[src/rtl/sevseg_pkg.sv]
// rtl/sevseg_pkg.sv - shared types, digit geometry and active-high segment patterns
package sevseg_pkg;

    localparam int NUM_DIGITS = 4;
    localparam int DIG_IDX_W  = 2;

    typedef logic [3:0] bcd_t;
    typedef logic [6:0] seg_t;

    // {g,f,e,d,c,b,a}, lit = 1
    localparam seg_t SEG_DASH = 7'h40;
    localparam seg_t SEG_OFF  = 7'h00;
    localparam seg_t SEG_PAT [0:9] = '{
        7'h3F, 7'h06, 7'h5B, 7'h4F, 7'h66,
        7'h6D, 7'h7D, 7'h07, 7'h7F, 7'h6F
    };

endpackage

[src/rtl/bcd_to_seg.sv]
// rtl/bcd_to_seg.sv - combinational BCD digit to active-high segment pattern, dash for non-decimal codes
module bcd_to_seg
    import sevseg_pkg::*;
(
    input  bcd_t bcd_i,
    output seg_t seg_o
);

    always_comb begin
        seg_o = SEG_DASH;
        case (bcd_i)
            4'd0:    seg_o = SEG_PAT[0];
            4'd1:    seg_o = SEG_PAT[1];
            4'd2:    seg_o = SEG_PAT[2];
            4'd3:    seg_o = SEG_PAT[3];
            4'd4:    seg_o = SEG_PAT[4];
            4'd5:    seg_o = SEG_PAT[5];
            4'd6:    seg_o = SEG_PAT[6];
            4'd7:    seg_o = SEG_PAT[7];
            4'd8:    seg_o = SEG_PAT[8];
            4'd9:    seg_o = SEG_PAT[9];
            default: seg_o = SEG_DASH;
        endcase
    end

endmodule

[src/rtl/seven_seg_scanner.sv]
// rtl/seven_seg_scanner.sv - 4-digit multiplexed 7-segment driver with frame-aligned double buffering
// Optional leading-zero blanking when SEVSEG_LZB_EN is defined.
module seven_seg_scanner
    import sevseg_pkg::*;
#(
    parameter int REFRESH_DIV    = 50000,
    parameter int BLANK_CYC      = 16,
    parameter bit SEG_ACTIVE_LOW = 1'b1,
    parameter bit AN_ACTIVE_LOW  = 1'b1
) (
    input  logic       clk,
    input  logic       rst_n,
    input  logic       load,
    input  logic [3:0] units,
    input  logic [3:0] tens,
    input  logic [3:0] hundreds,
    input  logic [3:0] thousands,
    output logic [6:0] seg,
    output logic       dp,
    output logic [3:0] an,
    output logic       frame_done
);

    localparam int                    CNT_W     = $clog2(REFRESH_DIV);
    localparam logic [CNT_W-1:0]      CNT_LAST  = CNT_W'(REFRESH_DIV - 1);
    localparam logic [CNT_W-1:0]      CNT_BLANK = CNT_W'(BLANK_CYC);
    localparam logic [DIG_IDX_W-1:0]  IDX_LAST  = DIG_IDX_W'(NUM_DIGITS - 1);
    localparam logic [NUM_DIGITS-1:0] AN_OFF    = {NUM_DIGITS{AN_ACTIVE_LOW}};
    localparam seg_t                  SEG_UNLIT = {7{SEG_ACTIVE_LOW}};

    logic [CNT_W-1:0]            cnt_q, cnt_d;
    logic [DIG_IDX_W-1:0]        idx_q, idx_d;
    bcd_t [NUM_DIGITS-1:0]       shadow_q, shadow_d;
    bcd_t [NUM_DIGITS-1:0]       pending_q, pending_d;
    logic                        pend_q, pend_d;
    seg_t                        seg_q, seg_d;
    logic [NUM_DIGITS-1:0]       an_q, an_d;
    logic                        fd_q, fd_d;

    logic                        slot_end;
    logic                        frame_end;
    logic [NUM_DIGITS-1:0]       blank_lz;
    bcd_t                        cur_digit;
    seg_t                        cur_pat;

    assign cur_digit = shadow_q[idx_q];

    bcd_to_seg u_bcd_to_seg (
        .bcd_i (cur_digit),
        .seg_o (cur_pat)
    );

`ifdef SEVSEG_LZB_EN
    // A digit is a leading zero only if every digit to its left is also zero.
    logic lz_thou, lz_hund, lz_tens;
    assign lz_thou  = (shadow_q[3] == 4'd0);
    assign lz_hund  = lz_thou && (shadow_q[2] == 4'd0);
    assign lz_tens  = lz_hund && (shadow_q[1] == 4'd0);
    assign blank_lz = {lz_thou, lz_hund, lz_tens, 1'b0};
`else
    assign blank_lz = '0;
`endif

    always_comb begin
        slot_end  = (cnt_q == CNT_LAST);
        frame_end = slot_end && (idx_q == IDX_LAST);

        cnt_d = slot_end ? '0 : cnt_q + CNT_W'(1);
        idx_d = slot_end ? idx_q + DIG_IDX_W'(1) : idx_q;

        shadow_d  = shadow_q;
        pending_d = pending_q;
        pend_d    = pend_q;
        // Commit before capture so a load on the commit edge stays pending for the next frame.
        if (frame_end && pend_q) begin
            shadow_d = pending_q;
            pend_d   = 1'b0;
        end
        if (load) begin
            pending_d = {thousands, hundreds, tens, units};
            pend_d    = 1'b1;
        end

        an_d = AN_OFF;
        if ((cnt_q >= CNT_BLANK) && !blank_lz[idx_q]) begin
            an_d = AN_OFF ^ (NUM_DIGITS'(1) << idx_q);
        end

        seg_d = (blank_lz[idx_q] ? SEG_OFF : cur_pat) ^ SEG_UNLIT;
        fd_d  = frame_end;
    end

    always_ff @(posedge clk) begin
        if (!rst_n) begin
            cnt_q     <= '0;
            idx_q     <= '0;
            shadow_q  <= '0;
            pending_q <= '0;
            pend_q    <= 1'b0;
            an_q      <= AN_OFF;
            seg_q     <= SEG_UNLIT;
            fd_q      <= 1'b0;
        end else begin
            cnt_q     <= cnt_d;
            idx_q     <= idx_d;
            shadow_q  <= shadow_d;
            pending_q <= pending_d;
            pend_q    <= pend_d;
            an_q      <= an_d;
            seg_q     <= seg_d;
            fd_q      <= fd_d;
        end
    end

    assign seg        = seg_q;
    assign an         = an_q;
    assign frame_done = fd_q;
    assign dp         = SEG_ACTIVE_LOW;

endmodule

[config.mk]
export PLATFORM = sky130hd
export DESIGN_NAME = seven_seg_scanner
export DESIGN_NICKNAME = d
export VERILOG_FILES = /design/src/rtl/sevseg_pkg.sv /design/src/rtl/bcd_to_seg.sv /design/src/rtl/seven_seg_scanner.sv
export SDC_FILE = /design/constraint.sdc
export NUM_CORES = 1
export LEC_CHECK = 0
export ABC_AREA = 1
export BUFFER_PORTS_ARGS = -buffer_cell sky130_fd_sc_hd__buf_4
export CAP_MARGIN = 20
export CORE_MARGIN = 5
export CORE_UTILIZATION = 35
export CTS_BUF_LIST = sky130_fd_sc_hd__clkbuf_8
export CTS_CLUSTER_DIAMETER = 80
export DETAILED_ROUTE_END_ITERATION = 10
export GPL_TIMING_DRIVEN = 1
export MAX_ROUTING_LAYER = met4
export PLACE_DENSITY = 0.63
export SLEW_MARGIN = 20
export SYNTH_ARGS = -nofsm -noshare
export SYNTH_HDL_FRONTEND = slang
export SYNTH_SLANG_ARGS = --single-unit
[constraint.sdc]
create_clock -name clk -period 3.67 [get_ports clk]
set_input_delay 0.367 -clock clk [delete_from_list [all_inputs] [get_ports clk]]
set_output_delay 0.367 -clock clk [all_outputs]
set_load 0.01 [all_outputs]
# Word-level counts from Yosys, hierarchy flattened
# Memories as Yosys holds them, arrays and structs flattened.
# Cells that the tools add are included.
[word_totals]
reg_bits = 63
output_inout_bits = 13
wordCells = 39
memories = 1
in_bits = 19
rom_bits = 112
[classes]
reduce_logical = 7
n_eq_ne = 2
mux = 7
order_cmp = 2
shifts = 1
n_bitwise = 3
addsub = 2
[memory_table]
columns = ["name", "depth", "word_bits", "rd", "rd_clocked_by_memory_dff", "write_ports", "line_no", "source"]
rows = [
  ["(name not given)", 16, 7, 1, 0, 0, "bcd_to_seg.sv:11", "case (bcd_i)"],
]
[ops]
columns = ["op", "count"]
rows = [
  ["$add A16 B1 Y16 const B", 1],
  ["$eq A16 B16 Y1 const B", 1],
  ["$ge A16 B5 Y1 const B", 1],
  ["$bmux W4 S2", 1],
  ["$mux W7", 1],
  ["$not A7 Y7", 1],
  ["$mux W4", 1],
  ["$not A4 Y4", 1],
  ["$shl A1 B2 Y4 const A", 1],
  ["$logic_and A1 B1 Y1", 3],
  ["$lt A2 B3 Y1 const B", 1],
  ["$mux W1", 3],
  ["$add A2 B1 Y2 const B", 1],
  ["$bmux W1 S2", 1],
  ["$eq A2 B2 Y1 const B", 1],
  ["$reduce_and A2 Y1", 1],
  ["$reduce_bool A2 Y1", 1],
  ["$reduce_or A2 Y1", 1],
  ["$logic_not A1 Y1", 1],
  ["$not A1 Y1", 1],
]

# Longest topological paths before layout
[depth]
depth_word = 5
mapped_depth = 10
mapped_depth_nobuf = 10

# Cells and area by module
# A second synthesis with hierarchy kept.
[hier_totals]
hier_cells = 394
area_unflattened_um2 = 2805.2
[modules_own_cells]
columns = ["mod", "cells_per_inst", "instances", "seq_area_each_um2", "area_each_um2"]
rows = [
  ["seven_seg_scanner", 358, 1, 1261.2, 2612.5],
  ["bcd_to_seg", 36, 1, 0.0, 192.7],
]

# Worst setup path before layout
# OpenSTA, ideal clock, no wires.
[synth_path]
path_type = "reg2reg"
startpoint = "register idx_q[0]"
endpoint = "register seg_q[3], in the netlist seg[3]"
required_time_ns = 3.544
path_slack_ns = 2.039
arrival_time_ns = 1.505
setup_ns = 0.126
path_stages_with_launch = 9
n_path_buf = 1
synth_period_minus_slack_ns = 1.631
path_cell_list = "dfxtp_1 buf_2 nand2_1 a32oi_1 inv_1 ha_1 nand3_1 nand3_1 nand2_1"
[synth_between]
elab_chain_cells = 5
word_cells_on_any_way = 7
classes_between = "5 x mux; 1 x bitwise; 1 x memory"
[synth_rtl]
columns = ["item", "line_no", "source"]
rows = [
  ["from (decl)", "seven_seg_scanner.sv:32", "logic [DIG_IDX_W-1:0] idx_q, idx_d;"],
  ["from (signal assigned)", "seven_seg_scanner.sv:105", "idx_q <= idx_d;"],
  ["$bmux W4 S2", "seven_seg_scanner.sv:46", "assign cur_digit = shadow_q[idx_q];"],
  ["$mux W4 (not written as such)", "seven_seg_scanner.sv:46", ""],
  ["$mem_v2 Z16 W7", "--", ""],
  ["$mux W7 *", "seven_seg_scanner.sv:89", "seg_d = (blank_lz[idx_q] ? SEG_OFF : cur_pat) ^ SEG_UNLIT;"],
  ["$not A7 Y7 (no line) *", "--", ""],
  ["to (signal assigned)", "seven_seg_scanner.sv:110", "seg_q <= seg_d;"],
  ["to (decl)", "seven_seg_scanner.sv:36", "seg_t seg_q, seg_d;"],
]
# Mark *: on every way between the ends. The rest lies on a longest branch, timed or not. The select of a mux whose other input is x is not followed.
# A chain may end at the register's enable or synchronous reset.

# Worst setup path after layout
[layout_path]
startpoint = "register cnt_q[0]"
endpoint = "register shadow_q[7] (netlist bit)"
[layout_between]
elab_chain_cells = 3
[layout_rtl]
columns = ["item", "line_no", "source"]
rows = [
  ["from (decl)", "seven_seg_scanner.sv:31", "logic [CNT_W-1:0] cnt_q, cnt_d;"],
  ["from (signal assigned)", "seven_seg_scanner.sv:104", "cnt_q <= cnt_d;"],
  ["$eq A16 B16 Y1", "seven_seg_scanner.sv:65", "slot_end = (cnt_q == CNT_LAST);"],
  ["$logic_and A1 B1 Y1", "seven_seg_scanner.sv:66", "frame_end = slot_end && (idx_q == IDX_LAST);"],
  ["$logic_and A1 B1 Y1", "seven_seg_scanner.sv:75", "if (frame_end && pend_q) begin"],
  ["to (signal assigned)", "seven_seg_scanner.sv:106", "shadow_q <= shadow_d;"],
  ["to (decl)", "seven_seg_scanner.sv:33", "bcd_t [NUM_DIGITS-1:0] shadow_q, shadow_d;"],
]
# No other way between the ends.

==> impl_metrics.py <==
metrics = {
    "run_status": {
        "outcome": "finished clean",
    },
    "timing": {
        "finClkSkew_ns": 0.0114,
        "setup_tns_ns": 0,
        "post-route-period-util_pct": 56.2,
        "slew_headroom_pct": 49.9,
        "fmax_ghz": 0.485,
        "final_hold_viol_count": 0,
        "worst_slack_ns": 1.61,
        "slew_violations": 0,
        "rsz0062_at_grt": "no",
        "setup_violations": 0,
        "period_needed_ns": 2.06,
        "holdWs_ns": 0.235,
        "tightest_slew_ns": 0.749,
    },
    "route": {
        "vias": 2334,
        "antenna_left": 0,
        "drcViolationCount": 0,
        "wl_per_cell_um": 10.5,
        "drt-vias-per-instance": 4.47,
        "wl_um": 5470,
        "drt-initial-drc-count": 87,
        "dr.pass1.iters": 4,
    },
    "worst_setup_path": {
        "cp.required_ns": 3.91,
        "start_kind": "flop",
        "criticalPathCategory": "reg -> reg",
        "worstReg2RegStart": "cnt_q[0]",
        "worstPathCellList": "ha_1 > nand3_1 > nor2_1 > nand4_2 > nor2_1 > nor2_1",
        "rrSetupSlack_ns": 1.61,
        "critPathCaptureType": "flop",
        "crit_fanout": 32,
        "r2r_cells": 6,
        "crit_arrival_ns": 2.30,
        "reg2reg_to": "shadow_q[7]",
        "slowest_delay_ns": 0.63,
        "path_common_cell": "nor2_1",
        "cpMaxStageDelayCell": "nand4_2",
    },
    "placed_design": {
        "dpl_cell_area_mm2": 0.00303,
        "dp_cells": 506,
        "pre_cts_slack_ns": 1.59,
        "dp_hpwl_um": 3800,
        "io_buffers": 30,
        "gp_congestion": 0.824,
    },
    "synthesis": {
        "synthCells": 386,
        "syn_nets": 416,
        "ys_ff_latch": 63,
        "yosys.cell_types.count": 27,
        "synth_warnings": 0,
        "avgSynthCellArea_um2": 7.09,
        "synth_area_mm2": 0.00274,
        "ys_seq_area_share_pct": 46.1,
    },
    "clock_tree": {
        "worstSkewPairLatency_ns": 0.35,
        "htree_num_levels": 3,
        "cts_tree": "yes",
        "post_cts_buffers": 0,
        "clkSinkCount": 63,
        "cts_resized": 0,
        "clk_path_buf_depth": 2,
        "clockRootBuffer": "clkbuf_8",
        "clkTransAtPathRegs_ns": 0.07,
        "cts_hold_buffers": 0,
        "cts-buffers-inserted": 9,
    },
    "grt": {
        "grt_usage_pct": 12.7,
        "grt_max_degree": 38,
        "grt_pass1_wl_um": 9700,
        "grt_overflow": 0,
        "grt_pass1_vias": 2208,
        "grt_antenna_before_repair": 0,
    },
    "worst_hold_path": {
        "hold_start": "tens[2]",
        "holdCritPathClass": "in -> reg",
        "holdPathEnd": "pending_q[6]",
        "hold_depth": 3,
    },
    "die": {
        "die_w_um": 98.4,
        "die_y_um": 98.4,
        "ios": 32,
        "initial_core_util_pct": 35.6,
        "rows": 32,
        "dieArea_mm2": 0.00969,
        "coreArea_mm2": 0.00769,
    },
    "power_and_ir_drop": {
        "p_leak_nw": 1.47,
        "irDropWorstVdd_uv": 204,
        "p_total_mw": 1.44,
        "power_density_mw_per_mm2": 441,
    },
    "cells_and_area": {
        "antenna_cells": 0,
        "fill_cells": 844,
        "final_layout_size_suffix_gt1_share_pct": 13.6,
        "multi_input_comb_area_mm2": 0.00125,
        "syn2layout_area_growth_pct": 18.8,
        "final_util_pct": 42.3,
        "seqCellArea_mm2": 0.00126,
        "nets": 445,
        "design_area_mm2": 0.00325,
        "final_cells": 522,
    },
    "flow_run": {
        "timing.max_cap.violations": 0,
    },
}
## kinds of logic after synthesis
kind of cell	Yosys count	synth area share [%]
xor gates and xnor gates	4	1.28
AOI/OAI and AO/OA	45	8.55
DFF	63	46.1
buffers and inverters	57	8.27
and+or+nand+nor	205	30.7
adders and majority gates	11	5.03
other	1	0.137
## cell usage after synthesis, drive strengths merged
master / instances / area, um^2
o211ai: 1 / 7.51
nand3b: 1 / 7.51
nand2: 85 / 329
ha: 11 / 138
or2: 1 / 6.26
dfxtp: 63 / 1260
a32oi: 1 / 8.76
clkinv: 1 / 3.75
nor3: 5 / 25.0
conb: 1 / 3.75
clkbuf: 4 / 15.0
nor2: 92 / 353
o21a: 1 / 7.51
o21ai: 26 / 130
a21oi: 16 / 80.1
nand3: 16 / 80.1
xor2: 4 / 35.0
nor3b: 1 / 7.51
nand4: 4 / 31.3
inv: 44 / 165
buf: 8 / 42.5
## worst max-delay path by stage
stage | slack, ns | from | end
final | 1.61 | cnt_q[0] | shadow_q[7]
after global routing | 1.32 | cnt_q[0] | shadow_q[7]
after CTS | 1.55 | cnt_q[0] | shadow_q[7]
after detailed placement | 1.59 | cnt_q[0] | shadow_q[7]
after global placement | 1.68 | cnt_q[0] | shadow_q[7]
after floorplan | 2.04 | idx_q[0] | seg[3]
## final cells by class
| cell class | instances | share of cell area, % |
|---|---|---|
| multi-input cells | 266 | 38.4 |
| clock inverters | 7 | 2.96 |
| clock buffers | 9 | 3.81 |
| inverters | 45 | 5.19 |
| flip-flops and latches | 63 | 38.8 |
| repair buffers | 30 | 6.92 |
| well taps | 102 | 3.92 |
## registers in the layout, indices dropped and copies added (netlist names)
name        count
seg             7
idx_q           2
frame_done      1
cnt_q          16
an              4
pending_q      16
pend_q          1
shadow_q       16
## placed cells by master, fill, tap and decap left out, types with 5 or more instances in the layout
cell type	instances
nand3_1	16
a21oi_1	16
nor3_1	5
dfxtp_1	63
nand2_1	81
buf_4	30
nor2_1	91
ha_1	11
inv_1	40
clkbuf_8	9
o21ai_0	24
## critical path: cells and delay by family, from the launching register on
| family | cells | cell delay, ns |
|---|---|---|
| flops | 1 | 0.38 |
| simple gates | 5 | 1.38 |
| fa+ha+maj | 1 | 0.20 |
## routing by layer
metal  vias up  GRT usage, %  wire length (um)
met5         -             -                 0
met3        10          4.53               303
met4         0          5.25                80
li1       1254             -                 -
met1      1019          14.8              2650
met2        51          19.8              2430
## power breakdown
| group | internal, mW | total, mW | switching, mW |
|---|---|---|---|
| registers | 0.703 | 0.712 | 0.00939 |
| logic | 0.0266 | 0.0582 | 0.0316 |
| clock network | 0.384 | 0.666 | 0.282 |
Power figures use the tool's default switching activity.
